$ cat config.mk
export PLATFORM = sky130hd
export DESIGN_NAME = dmem_arbiter
export DESIGN_NICKNAME = d
export VERILOG_FILES = /design/src/rtl/dmem_arbiter.sv
export SDC_FILE = /design/constraint.sdc
export NUM_CORES = 1
export LEC_CHECK = 0
export CAP_MARGIN = 20
export CORE_UTILIZATION = 21
export DETAILED_ROUTE_END_ITERATION = 6
export PLACE_DENSITY = 0.77
export SLEW_MARGIN = 30
export SYNTH_ARGS = -nofsm -noshare
export SYNTH_HDL_FRONTEND = slang
export SYNTH_SLANG_ARGS = --single-unit
$ cat constraint.sdc
create_clock -name clock -period 2.9 [get_ports clock]
set_clock_uncertainty 0.2 [all_clocks]
set_input_delay 0.725 -clock clock [delete_from_list [all_inputs] [get_ports clock]]
set_output_delay 0.725 -clock clock [all_outputs]
set_load 0.005 [all_outputs]
$ cat src/rtl/dmem_arbiter.sv
// Two-requester arbiter for a single synchronous data-memory port (1-cycle read latency).
// Round-robin between CPU (requester 0) and loader (requester 1), with bounded burst locking.
module dmem_arbiter #(
  parameter int unsigned ADDR_W    = 14,
  parameter int unsigned MAX_BURST = 8
) (
  input  logic              clock,
  input  logic              reset,
  // Requester 0: CPU load/store path
  input  logic              req0,
  input  logic              we0,
  input  logic              lock0,
  input  logic [ADDR_W-1:0] addr0,
  input  logic [31:0]       wdata0,
  output logic              gnt0,
  output logic              rvalid0,
  // Requester 1: loader / debug DMA
  input  logic              req1,
  input  logic              we1,
  input  logic              lock1,
  input  logic [ADDR_W-1:0] addr1,
  input  logic [31:0]       wdata1,
  output logic              gnt1,
  output logic              rvalid1,
  // Shared read data and CPU stall
  output logic [31:0]       rdata,
  output logic              stall_cpu,
  // Memory port
  output logic              mem_en,
  output logic              mem_we,
  output logic [ADDR_W-1:0] mem_addr,
  output logic [31:0]       mem_wdata,
  input  logic [31:0]       mem_rdata
);

  localparam logic [7:0] BurstLimit = 8'(MAX_BURST - 1);
  localparam logic [7:0] BurstMax   = 8'hFF;

  logic       last_q, last_d;
  logic       owner_valid_q, owner_valid_d;
  logic       owner_q, owner_d;
  logic [7:0] burst_cnt_q, burst_cnt_d;
  logic       rd_pend0_q, rd_pend0_d;
  logic       rd_pend1_q, rd_pend1_d;

  logic gnt0_c, gnt1_c;
  logic limit_hit;
  logic any_gnt;
  logic win_id;
  logic win_lock;

  // Grant decision: locked owner first (unless forced out), then sole requester, then round-robin.
  always_comb begin
    gnt0_c    = 1'b0;
    gnt1_c    = 1'b0;
    limit_hit = (burst_cnt_q >= BurstLimit);
    if (!reset) begin
      if (owner_valid_q && !owner_q && req0 && !(req1 && limit_hit)) begin
        gnt0_c = 1'b1;
      end else if (owner_valid_q && owner_q && req1 && !(req0 && limit_hit)) begin
        gnt1_c = 1'b1;
      end else if (req0 && !req1) begin
        gnt0_c = 1'b1;
      end else if (req1 && !req0) begin
        gnt1_c = 1'b1;
      end else if (req0 && req1) begin
        if (last_q) begin
          gnt0_c = 1'b1;
        end else begin
          gnt1_c = 1'b1;
        end
      end
    end
  end

  always_comb begin
    mem_we    = 1'b0;
    mem_addr  = '0;
    mem_wdata = '0;
    if (gnt0_c) begin
      mem_we    = we0;
      mem_addr  = addr0;
      mem_wdata = wdata0;
    end else if (gnt1_c) begin
      mem_we    = we1;
      mem_addr  = addr1;
      mem_wdata = wdata1;
    end
  end

  assign any_gnt  = gnt0_c | gnt1_c;
  assign win_id   = gnt1_c;
  assign win_lock = gnt1_c ? lock1 : lock0;

  always_comb begin
    last_d        = last_q;
    owner_valid_d = 1'b0;
    owner_d       = owner_q;
    burst_cnt_d   = 8'd0;
    if (any_gnt) begin
      last_d = win_id;
      if (win_lock) begin
        owner_valid_d = 1'b1;
        owner_d       = win_id;
        if (owner_valid_q && (owner_q == win_id)) begin
          burst_cnt_d = (burst_cnt_q == BurstMax) ? BurstMax : burst_cnt_q + 8'd1;
        end else begin
          burst_cnt_d = 8'd1;
        end
      end
    end
    rd_pend0_d = gnt0_c & ~we0;
    rd_pend1_d = gnt1_c & ~we1;
  end

  // last resets to 1 so the CPU wins the first contested cycle.
  always_ff @(posedge clock or posedge reset) begin
    if (reset) begin
      last_q        <= 1'b1;
      owner_valid_q <= 1'b0;
      owner_q       <= 1'b0;
      burst_cnt_q   <= 8'd0;
      rd_pend0_q    <= 1'b0;
      rd_pend1_q    <= 1'b0;
    end else begin
      last_q        <= last_d;
      owner_valid_q <= owner_valid_d;
      owner_q       <= owner_d;
      burst_cnt_q   <= burst_cnt_d;
      rd_pend0_q    <= rd_pend0_d;
      rd_pend1_q    <= rd_pend1_d;
    end
  end

  assign gnt0      = gnt0_c;
  assign gnt1      = gnt1_c;
  assign mem_en    = any_gnt;
  assign rvalid0   = rd_pend0_q;
  assign rvalid1   = rd_pend1_q;
  assign rdata     = mem_rdata;
  assign stall_cpu = req0 & ~gnt0_c & ~reset;

endmodule

# Word level (Yosys, flattened, before mapping)
# Cells that the tools add are included.
# Widths: inputs -> output; s select.
[word_totals]
reg_bits = 13
inputBits = 132
output_inout_bits = 85
[op_classes]
add_sub_neg = 1
order_cmp = 1
n_eq_ne = 2
n_mux = 27
bitwise_logic = 9
reduce_logical = 18
[op_table]
columns = ["op", "n"]
rows = [
  ["$mux 32", 2],
  ["$mux 8", 4],
  ["$mux 14", 2],
  ["$mux 1", 19],
  ["$logic_and 1x1->1", 12],
  ["$add 8x1->8 const B", 1],
  ["$eq 8x8->1 const B", 1],
  ["$ge 8x3->1 const B", 1],
  ["$logic_not 1->1", 5],
  ["$and 1x1->1", 4],
  ["$not 1->1", 4],
  ["$reduce_and 2->1", 1],
  ["$eq 1x1->1", 1],
  ["$or 1x1->1", 1],
]

# Longest topological paths before layout
[logic_depth]
depth_word = 12
mapped_depth = 9

# Worst setup path before layout
# Ideal clock, no wire load.
[synth_path]
path_kind = "register to output"
from = "reg burst_cnt_q[6]"
to = "out mem_addr[0]"
t_arrival_ps = 2032
required_ps = 1975
slack_ps = -57
stages_incl_launch_ff = 9
cell_sequence = "dfrtp_1 or4_4 nor3_2 o22ai_1 nand2_1 inv_2 buf_2 buf_2 a22o_1"
[synth_via]
elab_chain_len = 9
word_cells_on_any_way = 15
cone_classes = "order compare: 1; mux: 8; reduce/logical: 6"
[synth_lines]
columns = ["element", "line", "source"]
rows = [
  ["start: declaration", "42", "logic [7:0] burst_cnt_q, burst_cnt_d;"],
  ["start signal: assignment", "129", "burst_cnt_q <= burst_cnt_d;"],
  ["$ge 8x3->1 (*)", "56", "limit_hit = (burst_cnt_q >= BurstLimit);"],
  ["$logic_and 1x1->1", "60", "end else if (owner_valid_q && owner_q && req1 && !(req0 && limit_hit)) begin"],
  ["$logic_not 1->1", "60", ""],
  ["$logic_and 1x1->1", "60", ""],
  ["$mux 1", "60", ""],
  ["$mux 1", "58", "if (owner_valid_q && !owner_q && req0 && !(req1 && limit_hit)) begin"],
  ["$mux 1", "57", "if (!reset) begin"],
  ["$mux 14", "84", "end else if (gnt1_c) begin"],
  ["$mux 14 (*)", "80", "if (gnt0_c) begin"],
  ["end: declaration", "31", "output logic [ADDR_W-1:0] mem_addr,"],
]
# Mark *: on every way between the ends. The rest lies on a longest branch, timed or not.

# Final worst setup path
[layout_path]
from = "reg burst_cnt_q[7]"
to = "out mem_wdata[26]"
[layout_via]
elab_chain_len = 9
word_cells_on_any_way = 15
cone_classes = "order compare: 1; mux: 8; reduce/logical: 6"
[layout_lines]
columns = ["element", "line", "source"]
rows = [
  ["$ge 8x3->1 (*)", "56", ""],
  ["$logic_and 1x1->1", "60", ""],
  ["$logic_not 1->1", "60", ""],
  ["$logic_and 1x1->1", "60", ""],
  ["$mux 1", "60", ""],
  ["$mux 1", "58", ""],
  ["$mux 1", "57", ""],
  ["$mux 32", "84", ""],
  ["$mux 32 (*)", "80", ""],
  ["end: declaration", "32", "output logic [31:0] mem_wdata,"],
]
# Marks and branches as above.

==> metrics.md <==
| Metric | Value |
|---|---|
| Status | `complete, but fails checks` |
| Failing checks | `setup timing` |
| Detailed Route WL | `a little under 9000 um` |
| Fill cell count | `around 650` |
| Sequential share of the synthesized area | `between 20% and 30%` |
| Initial antenna violation count | `5` |
| Crit-path max cell delay | `roughly 0.57 ns` |
| Vias in the first global route | `approximately 2200` |
| Post-DR vias/cell | `~4.9` |
| Net switching power figure | `0.3199 mW` |
| Fmax | `approximately 290 MHz` |
| Critical Path Start Type | `flip-flop` |
| Row count | `30` |
| #FFs+latches synth | `13` |
| Static leakage | `between 1.5 and 2 nW` |
| Slew HR | `a little under three fifths` |
| Area Overhead vs Synth | `133.2%` |
| Clk slew on worst S/H paths | `about 0.060 ns` |
| Power density over cell area | `310.0 nW/um^2` |
| Post-Syn Area per Cell | `between 8 and 9 um^2` |
| Internal power | `roughly 0.74 mW` |
| Max cap viols | `0` |
| Die Span X | `around 86 um` |
| Flop pwr share | `19.7%` |
| Fin nets | `approximately 480` |
| Post-synth EDFFs | `0` |
| H-tree Lvls | `1` |
| Post-Syn Nets | `between 300 and 400` |
| Endpoints failing setup | `approximately 50` |
| Period utilization | `120.4%` |
| Final critical-path setup slack | `-0.5916 ns` |
| Share of cells above drive strength 1 | `a little under two fifths` |
| Pre-antenna DRT Iters | `4` |
| GRT Overall Usage | `between 20% and 30%` |
| Clock Latency Late Sink | `approximately 0.24 ns` |
| Area contributors post-synth | `a22o_1 29%, dfrtp_1 20%, buf_4 16%` |
| Setup crit end kind | `output pin` |
| Post-DP HPWL | `approximately 6700 um` |
| Post-Synthesis Cells | `between 150 and 200` |
| Synth warnings | `0` |
| Hold-fix buffers, CTS | `0` |
| DRT iter0 DRCs | `60` |
| RSZ-0062 raised after global routing | `yes` |
| Clock share of power | `15.3%` |
| Wire per inst | `slightly above 20 um` |
| CP most frequent cell | `buf_6` |
| Total gr overflow | `0` |
| Max Transition Viols Final | `0` |
| Library cells used by synthesis | `38` |
| Worst-Margin Slew | `0.6573 ns` |
| Largest area contributor in the netlist | `a22o_1` |
| Most common cell after layout, fill and taps aside | `clkdlybuf4s50_1` |
| Die Y | `roughly 86 um` |
| # clock sinks | `13` |
| Comb pwr share | `about two thirds` |
| Final worst path period need | `roughly 3.5 ns` |
| Setup WS pre-CTS | `-0.8829 ns` |
| Largest net degree at the start of global routing | `19` |
| Initial Util | `between 20% and 30%` |
| Async SR Flop Fraction | `100.0%` |
| Finished Core Util | `50.67%` |
| First-pass GRT wire length | `~12000 um` |
| Worst-path maximum fanout | `6` |
| Critical-path cell with the highest stage delay | `or4_4` |
| Min-Delay Path Class | `reg2reg` |
| Crit path kind | `reg2out` |
| Post-synth top area share | `about 29%` |
| RD Place Congestion | `about 0.86` |
| Worst path cell trace | `or4_4 > buf_6 > nor3_4 > o22ai_2 > nand2_2 > clkinv_4 > buf_12 > buf_6 > a22o_1 > buf_2` |
| CTS tree | `built` |
| Commonest cells after routing, fill and taps aside | `99 x clkdlybuf4s50_1, 47 x a22o_1, 42 x buf_2, 36 x buf_4, 15 x buf_6` |
| CTS root buf | `clkbuf_8` |
| CTS max path bufs | `2` |
| Max VDD drop | `around 0.00018 V` |
| Final Hold Vio Count | `0` |
| Detailed-route via count | `around 2100` |
| IO buf count | `152` |
| Crit path required time | `just under 2 ns` |
| Remaining antenna violation count | `0` |
| # DRC | `0` |
| Core Region | `just under 7000 um^2` |
| Die footprint | `approximately 7300 um^2` |
| Num CTS Buffers | `3` |
| Critical Path AT | `2.57 ns` |
| Top FF cell, synth | `dfrtp_1` |
| # IOs | `217` |
| Sw Ratio | `a little under a third` |
| Cell area after synthesis | `between 1000 and 1500 um^2` |
[metal layers]
metal / global-route usage (%) / routed length [um] / vias to the layer above / share of wire [%]
met4: 15.91 / 335 / 0 / 3.8
met3: 3.176 / 519 / 28 / 6.0
li1: - / - / 987 / -
met5: 0 / 0 / - / 0
met2: 42.04 / 4738 / 116 / 54
met1: 24.24 / 3129 / 975 / 36
[worst max-delay path: cells and delay by family (launching register included)]
kind,cells,cell delay (ns)
flip-flops,1,0.37
buffers and inverters,5,0.70
AO/OA/AOI/OAI,2,0.35
AND/OR/NAND/NOR,3,0.91
[synth_stat cells (2+ instances only)]
library cell   n
a31oi_1        2
nor3_1         7
a22o_1        48
nand2_1        4
clkbuf_1       3
nor2b_1        2
nand3_1        3
xnor2_1        2
a21oi_1        3
xor2_1         2
nand2b_1       4
nor4b_1        2
inv_1          5
nor4_1         2
o21ai_0        3
buf_4         32
dfrtp_1       12
and3_1         2
a21o_1         2
buf_2          8
nor2_1         8
[power by group through the flow]
stage          sequential (mW)  combinational (mW)  clock (mW)
6_report                 0.209               0.690       0.162
5_1_grt                  0.210               0.731       0.173
4_1_cts                  0.208               0.671       0.167
3_5_place_dp             0.211               0.601           0
3_3_place_gp             0.211               0.594           0
2_1_floorplan            0.212               0.227           0
[path summary, 6_finish.rpt]
| path | start | endpoint | slack (ns) | depth (start not counted) |
|---|---|---|---|---|
| min in group asynchronous | reset | rvalid0 | 0.83 | 4 |
| max in group asynchronous | reset | last_q | 1.45 | 4 |
| hold reg to reg | last_q | last_q | 0.32 | 1 |
| setup / recovery | burst_cnt_q[7] | mem_wdata[26] | -0.59 | 10 |
| hold / removal | last_q | last_q | 0.32 | 1 |
| setup reg to reg | burst_cnt_q[7] | burst_cnt_q[6] | 0.34 | 7 |
[flip-flops by register name (all words and copies together), names as in the netlist]
signal / flops
burst_cnt_q: 8
last_q: 1
owner_q: 1
owner_valid_q: 1
rvalid0: 1
rvalid1: 1
[timing repair]
| action | in CTS | in global routing |
|---|---|---|
| pin swaps | 11 | 38 |
| endpoints found under the setup margin | 51 | 51 |
| gates cloned | 7 | 0 |
| buffers inserted | 14 | 10 |
| resized for setup | 196 | 37 |
| endpoints found under the hold margin | 0 | 0 |
[cell families (layout without fill, tap and decap cells)]
| group | after synthesis | in the layout | synth area share, % |
|---|---|---|---|
| AO/OA/AOI/OAI | 63 | 63 | 35.38 |
| buffers and inverters | 49 | 224 | 21.40 |
| AND/OR/NAND/NOR | 42 | 42 | 17.05 |
| flip-flops | 13 | 13 | 22.25 |
| XOR/XNOR | 4 | 4 | 2.387 |
| adder cells (fa/ha/maj) | 1 | 1 | 0.8524 |
| multiplexers | 1 | 1 | 0.6820 |
| other | 0 | 5 | 0 |
[final cells by class]
| type | count | area (um^2) | share of cell area [%] |
|---|---|---|---|
| diodes | 5 | 12.51 | 0.3655 |
| flip-flops and latches | 13 | 326.6 | 9.539 |
| multi-input cells | 111 | 880.8 | 25.73 |
| clock buffers | 4 | 45.04 | 1.316 |
| repair buffers | 214 | 2031 | 59.32 |
| inverters | 6 | 27.53 | 0.8041 |
| well taps | 80 | 100.1 | 2.924 |
[per-stage QoR]
| stage | std cells | area, um^2 | setup TNS (ns) | total power [mW] | hold WS [ns] |
|---|---|---|---|---|---|
| floorplan | 173 | 1488 | -0.7327 | 0.4387 | 0.2981 |
| detailed placement | 396 | 3110 | -43.86 | 0.8127 | 0.3118 |
| CTS | 421 | 3390 | -23.73 | 1.046 | 0.3208 |
| global route | 433 | 3423 | -30.35 | 1.114 | 0.3286 |
| global placement | 396 | 3110 | -41.54 | 0.8050 | 0.3091 |
| finish | 433 | 3423 | -25.44 | 1.061 | 0.3205 |
No activity file was read; power rests on OpenSTA's default activity.
